--- config.mk ---
export PLATFORM = sky130hd
export DESIGN_NAME = lsu_bus_ctrl_flat
export DESIGN_NICKNAME = d
export VERILOG_FILES = /design/src/rtl/lsu_bus_ctrl_if.sv /design/src/rtl/lsu_bus_ctrl.sv /design/src/flat_wrapper.sv
export SDC_FILE = /design/constraint.sdc
export NUM_CORES = 1
export LEC_CHECK = 0
export CAP_MARGIN = 40
export CELL_PAD_IN_SITES_DETAIL_PLACEMENT = 0
export CELL_PAD_IN_SITES_GLOBAL_PLACEMENT = 2
export CORE_ASPECT_RATIO = 0.75
export CORE_MARGIN = 2
export CORE_UTILIZATION = 30
export CTS_CLUSTER_SIZE = 30
export DETAILED_ROUTE_END_ITERATION = 7
export GPL_ROUTABILITY_DRIVEN = 0
export GPL_TIMING_DRIVEN = 1
export PLACE_DENSITY = 0.94
export SLEW_MARGIN = 20
export SYNTH_ARGS = -nofsm -noshare
export SYNTH_HDL_FRONTEND = slang
export SYNTH_SLANG_ARGS = --single-unit
--- constraint.sdc ---
create_clock -name clk -period 9.8 [get_ports clk]
set_input_delay 2.94 -clock clk [delete_from_list [all_inputs] [get_ports clk]]
set_output_delay 2.94 -clock clk [all_outputs]
set_load 0.01 [all_outputs]
--- src/rtl/lsu_bus_ctrl_if.sv ---
// Bus-side handshake bundle for the load/store unit: a request/grant phase
// followed by an ack that carries the read data.
`default_nettype none

interface lsu_bus_ctrl_if;
  logic        bus_req;
  logic        bus_gnt;
  logic        bus_we;
  logic [31:0] bus_addr;
  logic [3:0]  bus_be;
  logic [31:0] bus_wdata;
  logic        bus_ack;
  logic [31:0] bus_rdata;

  modport master (
    output bus_req, bus_we, bus_addr, bus_be, bus_wdata,
    input  bus_gnt, bus_ack, bus_rdata
  );

  modport slave (
    input  bus_req, bus_we, bus_addr, bus_be, bus_wdata,
    output bus_gnt, bus_ack, bus_rdata
  );
endinterface

`default_nettype wire

--- src/rtl/lsu_bus_ctrl.sv ---
// Load/store unit bus controller: IDLE/REQ/WAIT/DONE sequencer with lane
// steering, load extension and a WAIT timeout. Define LSU_MISALIGN_TRAP_EN
// to fault misaligned accesses instead of aligning them down.
`default_nettype none

module lsu_bus_ctrl #(
  parameter int unsigned TIMEOUT_CYCLES = 255
) (
  input  logic                 clk,
  input  logic                 reset,
  input  logic                 mem_read,
  input  logic                 mem_write,
  input  logic [2:0]           funct3,
  input  logic [31:0]          addr,
  input  logic [31:0]          wdata,
  output logic [31:0]          rdata,
  output logic                 stall,
  output logic                 err,
  lsu_bus_ctrl_if.master       bus
);

  localparam int CW = $clog2(TIMEOUT_CYCLES + 1);

  typedef enum logic [1:0] {IDLE, REQ, WAIT, DONE} state_t;

  // Everything the load path needs once the datapath inputs have moved on.
  typedef struct packed {
    logic [2:0] funct3;
    logic [1:0] off;
  } acc_t;

  state_t        state;
  acc_t          acc;
  logic [CW-1:0] cnt;

  logic        access;
  logic        f3_ok;
  logic        trap;
  logic [1:0]  off_al;
  logic [3:0]  be;
  logic [31:0] wrep;
  logic [31:0] lsh;
  logic [31:0] ld;

  assign access = mem_read | mem_write;

  // funct3[1:0] is the size code: 00 byte, 01 half, 10 word.
  always_comb begin
    f3_ok  = 1'b0;
    off_al = 2'b00;
    be     = 4'b1111;
    wrep   = wdata;
    if (mem_write)
      f3_ok = (funct3 == 3'b000) || (funct3 == 3'b001) || (funct3 == 3'b010);
    else
      f3_ok = (funct3 == 3'b000) || (funct3 == 3'b001) || (funct3 == 3'b010) ||
              (funct3 == 3'b100) || (funct3 == 3'b101);
    case (funct3[1:0])
      2'b00: begin
        off_al = addr[1:0];
        wrep   = {4{wdata[7:0]}};
        if (mem_write) be = 4'b0001 << off_al;
      end
      2'b01: begin
        off_al = {addr[1], 1'b0};
        wrep   = {2{wdata[15:0]}};
        if (mem_write) be = 4'b0011 << off_al;
      end
      default: begin
        off_al = 2'b00;
        wrep   = wdata;
        be     = 4'b1111;
      end
    endcase
  end

`ifdef LSU_MISALIGN_TRAP_EN
  assign trap = ((funct3[1:0] == 2'b01) && addr[0]) ||
                ((funct3[1:0] == 2'b10) && (addr[1:0] != 2'b00));
`else
  assign trap = 1'b0;
`endif

  // Lane select uses the already size-aligned offset latched at request time.
  assign lsh = bus.bus_rdata >> {acc.off, 3'b000};

  always_comb begin
    ld = bus.bus_rdata;
    case (acc.funct3)
      3'b000:  ld = {{24{lsh[7]}}, lsh[7:0]};
      3'b001:  ld = {{16{lsh[15]}}, lsh[15:0]};
      3'b100:  ld = {24'd0, lsh[7:0]};
      3'b101:  ld = {16'd0, lsh[15:0]};
      default: ld = bus.bus_rdata;
    endcase
  end

  assign stall = (state == REQ) || (state == WAIT) || ((state == IDLE) && access);

  always_ff @(posedge clk or posedge reset) begin
    if (reset) begin
      state         <= IDLE;
      acc           <= '0;
      cnt           <= '0;
      rdata         <= '0;
      err           <= 1'b0;
      bus.bus_req   <= 1'b0;
      bus.bus_we    <= 1'b0;
      bus.bus_addr  <= '0;
      bus.bus_be    <= '0;
      bus.bus_wdata <= '0;
    end else begin
      case (state)
        IDLE: begin
          if (access) begin
            if (!f3_ok || trap) begin
              state <= DONE;
              err   <= 1'b1;
              rdata <= '0;
            end else begin
              state         <= REQ;
              bus.bus_req   <= 1'b1;
              bus.bus_we    <= mem_write;
              bus.bus_addr  <= {addr[31:2], 2'b00};
              bus.bus_be    <= be;
              bus.bus_wdata <= wrep;
              acc           <= '{funct3: funct3, off: off_al};
            end
          end
        end
        REQ: begin
          if (bus.bus_gnt) begin
            state       <= WAIT;
            bus.bus_req <= 1'b0;
            cnt         <= '0;
          end
        end
        WAIT: begin
          if (bus.bus_ack) begin
            state <= DONE;
            rdata <= ld;
          end else begin
            // Counter stops at TIMEOUT_CYCLES because the state leaves WAIT.
            cnt <= cnt + 1'b1;
            if (cnt == CW'(TIMEOUT_CYCLES - 1)) begin
              state <= DONE;
              err   <= 1'b1;
              rdata <= '0;
            end
          end
        end
        DONE: begin
          state <= IDLE;
          err   <= 1'b0;
        end
        default: state <= IDLE;
      endcase
    end
  end

endmodule

`default_nettype wire

--- src/flat_wrapper.sv ---
// flat-port wrapper written by rule: the top's interface ports become plain ports
module lsu_bus_ctrl_flat 
#(
  parameter int unsigned TIMEOUT_CYCLES = 255
)
  (clk, reset, mem_read, mem_write, funct3, addr, wdata, rdata, stall, err, bus_bus_req, bus_bus_we, bus_bus_addr, bus_bus_be, bus_bus_wdata, bus_bus_gnt, bus_bus_ack, bus_bus_rdata);
  lsu_bus_ctrl_if bus_i ();
  input  logic clk;
  input  logic reset;
  input  logic mem_read;
  input  logic mem_write;
  input  logic [2:0] funct3;
  input  logic [31:0] addr;
  input  logic [31:0] wdata;
  output logic [31:0] rdata;
  output logic stall;
  output logic err;
  output wire logic [$bits(bus_i.bus_req)-1:0] bus_bus_req;
  output wire logic [$bits(bus_i.bus_we)-1:0] bus_bus_we;
  output wire logic [$bits(bus_i.bus_addr)-1:0] bus_bus_addr;
  output wire logic [$bits(bus_i.bus_be)-1:0] bus_bus_be;
  output wire logic [$bits(bus_i.bus_wdata)-1:0] bus_bus_wdata;
  input wire logic [$bits(bus_i.bus_gnt)-1:0] bus_bus_gnt;
  input wire logic [$bits(bus_i.bus_ack)-1:0] bus_bus_ack;
  input wire logic [$bits(bus_i.bus_rdata)-1:0] bus_bus_rdata;
  assign bus_bus_req = bus_i.bus_req;
  assign bus_bus_we = bus_i.bus_we;
  assign bus_bus_addr = bus_i.bus_addr;
  assign bus_bus_be = bus_i.bus_be;
  assign bus_bus_wdata = bus_i.bus_wdata;
  assign bus_i.bus_gnt = bus_bus_gnt;
  assign bus_i.bus_ack = bus_bus_ack;
  assign bus_i.bus_rdata = bus_bus_rdata;
  lsu_bus_ctrl #(.TIMEOUT_CYCLES(TIMEOUT_CYCLES)) u_core (.clk(clk), .reset(reset), .mem_read(mem_read), .mem_write(mem_write), .funct3(funct3), .addr(addr), .wdata(wdata), .rdata(rdata), .stall(stall), .err(err), .bus(bus_i));
endmodule
## Word-level counts from Yosys, hierarchy flattened

Index checks and enable logic that the tools add are counted.

- Bitwise gates (word level): 1
- $add $sub $neg: 1
- Shift-type cells: 3
- Multiplexer cells: 30
- Reductions and logical operators: 21
- Eq/ne operators: 19

Operators by type and width:

| cell | number |
|---|---|
| 32-bit 2-to-1 mux | 4 |
| 32-bit one-hot mux with 2 select lines | 2 |
| 32-bit one-hot mux with 4 select lines | 1 |
| 32-bit by 5-bit >> shifter with 16-bit output | 1 |
| 8-bit 2-to-1 mux | 2 |
| 8-bit one-hot mux with 2 select lines | 1 |
| 3-bit equality test (second input constant) | 4 |
| 2-bit 2-to-1 mux | 5 |
| 3-bit AND reduction | 3 |
| 8-bit by 1-bit adder with 8-bit output (second input constant) | 1 |
| 8-bit equality test (second input constant) | 1 |
| 1-bit 2-to-1 mux | 8 |
| 4-bit 2-to-1 mux | 2 |
| 2-bit inequality test (second input constant) | 4 |
| 2-bit one-hot mux with 4 select lines | 1 |
| 4-bit one-hot mux with 2 select lines | 1 |
| 4-bit AND reduction | 2 |
| 3-bit by 1-bit equality test with 1-bit output (second input constant) | 2 |
| 3-bit logical NOT | 2 |
| 1-bit logical OR | 6 |
| 2-bit nonzero test | 3 |
| 5-bit AND reduction | 1 |
| 2-bit by 1-bit equality test with 1-bit output (second input constant) | 2 |
| 2-bit equality test (second input constant) | 2 |
| 12 further kinds | 14 |

- Input port bits: 105
- Register bits: 116
- Output and inout port bits: 104
- Word-level logic and storage cells: 86

## Logic depth before layout (Yosys ltp)

- Depth in word-level cells: 9
- Depth in mapped cells: 8
- Mapped depth without buffers: 6

## Worst setup path before layout

No wires, ideal clock.

- Kind: input -> output
- From: in mem_write
- To: out stall
- Stages: 3
- Setup slack: 3.537 ns
- Buffers on the path: 1
- Required time: 6.860 ns
- Arrival: 3.323 ns
- Cells stage by stage: buf_6 -> nor2_1 -> o21bai_1

- Longest elaborated chain between the ends: 3

RTL lines:

| item | RTL line | source |
|---|---|---|
| start, declared | flat_wrapper.sv:11 | `input logic mem_write;` |
| 1-bit OR | lsu_bus_ctrl.sv:45 | `assign access = mem_read \| mem_write;` |
| 1-bit logical AND | lsu_bus_ctrl.sv:98 | `assign stall = (state == REQ) \|\| (state == WAIT) \|\| ((state == IDLE) && access);` |
| 1-bit logical OR | lsu_bus_ctrl.sv:98 |  |
| end, declared | flat_wrapper.sv:16 | `output logic stall;` |

Every way passes these cells.

## Worst setup path in the final report

Ends and elaborated chain as after synthesis.

==> results.md <==
- Post-synthesis to final-layout area growth: 52.09%
- Max-slew violations: 0
- Vias in the first global route: 4863
- Max cap viols: 0
- Num CTS Buffers: 17
- FMAX: about 0.13 GHz
- Number of distinct library cells after synthesis: 53
- Clk sinks: around 120
- Unrepaired setup endpoints after global routing: no
- Clk Latency, worst-skew pair: roughly 400 ps
- Share of cells above drive strength 1: 14.55%
- Required time of the critical path: slightly below 7000 ps
- Hold buffers post-CTS: 0
- Io pins: between 200 and 250
- Synth Cell Area: between 0.005 and 0.006 mm²
- VDD IR max: 0.0001584 V
- Pwr dens: 317.0 mW/mm²
- Max Root-Sink Buffers: 2
- Min-delay worst type: register to register
- DR DRC count: 0
- Worst-Margin Slew: 843.7 ps
- Vias: 4740
- Setup Fix Bufs, Post-CTS: 0
- Dominant cell type by area after synthesis: dfrtp_1
- Input/output buffers: just over 200
- Ys Warns: 0
- Post-Syn Instances: roughly 540
- Endpoints failing setup: 0
- Drt via density: 4.731
- Initial Util: a little under a third
- CP Max Fanout: 9
- Die area: 0.02057 mm²
- Die Wd: approximately 160 µm
- Drt pass-1 iters: 4
- Mean Syn Cell Area: around 11 µm²
- Die Ht: 124.7 µm
- Final period util: 75.82%
- Post_cts resized: 0
- Crit path kind: primary input to primary output
- ANT cells: 0
- Final Power: roughly 2.8 mW
- CP most frequent cell: clkdlybuf4s50_1
- Largest net degree at the start of global routing: between 80 and 90
- Ranking of synthesized cells by area: dfrtp_1 50%, mux2_2 8.5%, mux2i_1 6.0%
- Clock root buffer: clkbuf_16
- Normalized max-slew margin: between 40% and 50%
- CTS tree: built
- Fillers: ~1.8k
- First-pass GRT wire length: 26.54 mm
- Clk slew on worst S/H paths: around 60 ps
- Slowest Stage Delay on Critical Path: 690 ps
- Overall routed net length: 16.50 mm
- Number of synthesized register bits: roughly 120
- Predominant post-synthesis flop cell: dfrtp_1
- First-iteration detailed-routing DRC count: approximately 310
- Crit end category: primary output
- Leakage: 3.648 nW
- Row count: between 40 and 50
- Sequential cell area fraction in the yosys report: between 40% and 50%
- Layout Nets: about 850
- Detailed placement HPWL: roughly 12 mm
- Async S/R FF share, synth: 100.0%
- Min Tclk post-route: 7431 ps
- Outcome: finished, final reports clean
- Number of enable flip-flop cells after synthesis: 0
- Congestion Overflow GR: 0
- Crit start category: primary input
- Final setup TNS: 0 ps
- Critical path arrival: 4490 ps
- Post-synth top area share: about half
- Wire per inst: 16.47 µm
- Initial antenna violation count: 0
- Max Clock Skew: ~8.7 ps
- Core box area: ~0.019 mm²
- H-tree levels: 4
- CP max stage cell: clkdlybuf4s50_1
- Fin. Hold Viols: 0
- Antenna viol nets, final: 0
- Cell Chain, Critical Path: clkdlybuf4s50_1, nor2_1, o21bai_1, clkdlybuf4s50_1
- GRT Overall Usage: between 10% and 20%
[final timing paths]
check | from | endpoint | slack (ps) | cells past startpoint
max | mem_write | stall | 2370 | 4
min | u_core.bus.bus_wdata[8] | u_core.bus.bus_wdata[8] | 480 | 2
max reg2reg | u_core.acc[1] | u_core.rdata[25] | 7410 | 5
min reg2reg | u_core.bus.bus_wdata[8] | u_core.bus.bus_wdata[8] | 480 | 2
max in group asynchronous | reset | u_core.bus.bus_wdata[14] | 6020 | 5
min in group asynchronous | reset | u_core.bus.bus_addr[16] | 2750 | 2
[per-layer routing]
| layer | share of wire [%] | vias up | GRT usage (%) | routed length [µm] |
|---|---|---|---|---|
| li1 | - | 2306 | - | - |
| met1 | 48 | 2278 | 23.60 | 7937 |
| met3 | 8.2 | 10 | 5.728 | 1354 |
| met4 | 0.73 | 0 | 4.604 | 120 |
| met5 | 0 | - | 0 | 0 |
| met2 | 43 | 146 | 23.87 | 7086 |
[cells in the final DEF, fill, tap and decap left out, types with 3 or more instances in the layout]
master / count
o21ai_0: 35
nand2_1: 52
clkdlybuf4s50_1: 206
bufinv_16: 6
o32ai_2: 14
inv_6: 3
nor2_1: 24
a22o_1: 4
o31ai_1: 3
buf_4: 6
nand2b_1: 18
ha_1: 6
a32o_1: 8
buf_16: 3
clkbuf_16: 17
mux2_2: 44
a21oi_1: 19
dfrtp_1: 116
o211ai_1: 8
o21bai_1: 3
mux2i_1: 35
clkinv_4: 3
nand3_1: 7
inv_1: 32
o32ai_1: 9
nor2b_1: 23
[synthesized netlist by cell type, drive strengths merged, types with 2 or more instances]
master	number
or3	2
nand4	2
and2	2
or4	2
o211ai	8
mux2	45
o21ai	35
or2	2
o31ai	3
nor2b	23
nand3	7
o32ai	23
mux2i	35
nor2	24
nor3	3
o21bai	3
a32o	8
nand2b	19
a22o	4
a21oi	20
nor3b	2
ha	6
o2bb2ai	2
nand2	52
buf	22
inv	33
clkbuf	14
o31a	2
dfrtp	116
[stage by stage]
stage / hold slack [ps] / instances / cell area [µm²] / worst slack (ps) / util, %
finish: 479.4 / 1002 / 8866 / 2369 / 46.14
global placement: 461.7 / 965 / 8080 / 2397 / 42.06
floorplan: 506.1 / 536 / 5833 / 3537 / -
global route: 503.9 / 1002 / 8866 / 2253 / 46.14
detailed placement: 468.6 / 966 / 8092 / 2386 / 42.11
CTS: 482.6 / 998 / 8768 / 2361 / 45.64
[cell families after synthesis]
kind of cell               Yosys count  synth area share, %
buffers and inverters               69                5.495
adders and majority gates            6                1.288
other                                1              0.06433
DFF                                116                49.80
AOI/OAI and AO/OA                  121                16.57
muxes                               80                14.70
and+or+nand+nor                    142                12.08
[registers in the layout (all words and copies together), names as in the netlist]
register / count
u_core.acc: 5
u_core.bus.bus_addr: 30
u_core.bus.bus_be: 4
u_core.bus.bus_req: 1
u_core.bus.bus_wdata: 32
u_core.bus.bus_we: 1
u_core.cnt: 8
u_core.err: 1
u_core.rdata: 32
u_core.state: 2
[report_power, final]
group | switching [mW] | internal [mW] | leakage, nW
Clock | 0.233 | 0.480 | 0.322
Sequential | 0.129 | 0.691 | 1.46
Combinational | 0.599 | 0.677 | 1.87
[area by class of cell]
cell class / count / area (µm²) / share of cell area, %
well taps: 253 / 316.6 / 3.570
flip-flops and latches: 116 / 2903 / 32.74
inverters: 33 / 126.4 / 1.425
repair buffers: 217 / 2216 / 24.99
clock inverters: 14 / 247.7 / 2.794
multi-input cells: 351 / 2628 / 29.64
clock buffers: 18 / 429.2 / 4.841
[worst max-delay path: cells and delay by family]
family	cells	cell delay, ps
AOI/OAI and AO/OA	1	150
buffers and inverters	2	1240
and+or+nand+nor	1	160
Note: power is estimated with default switching activity, not from simulation.
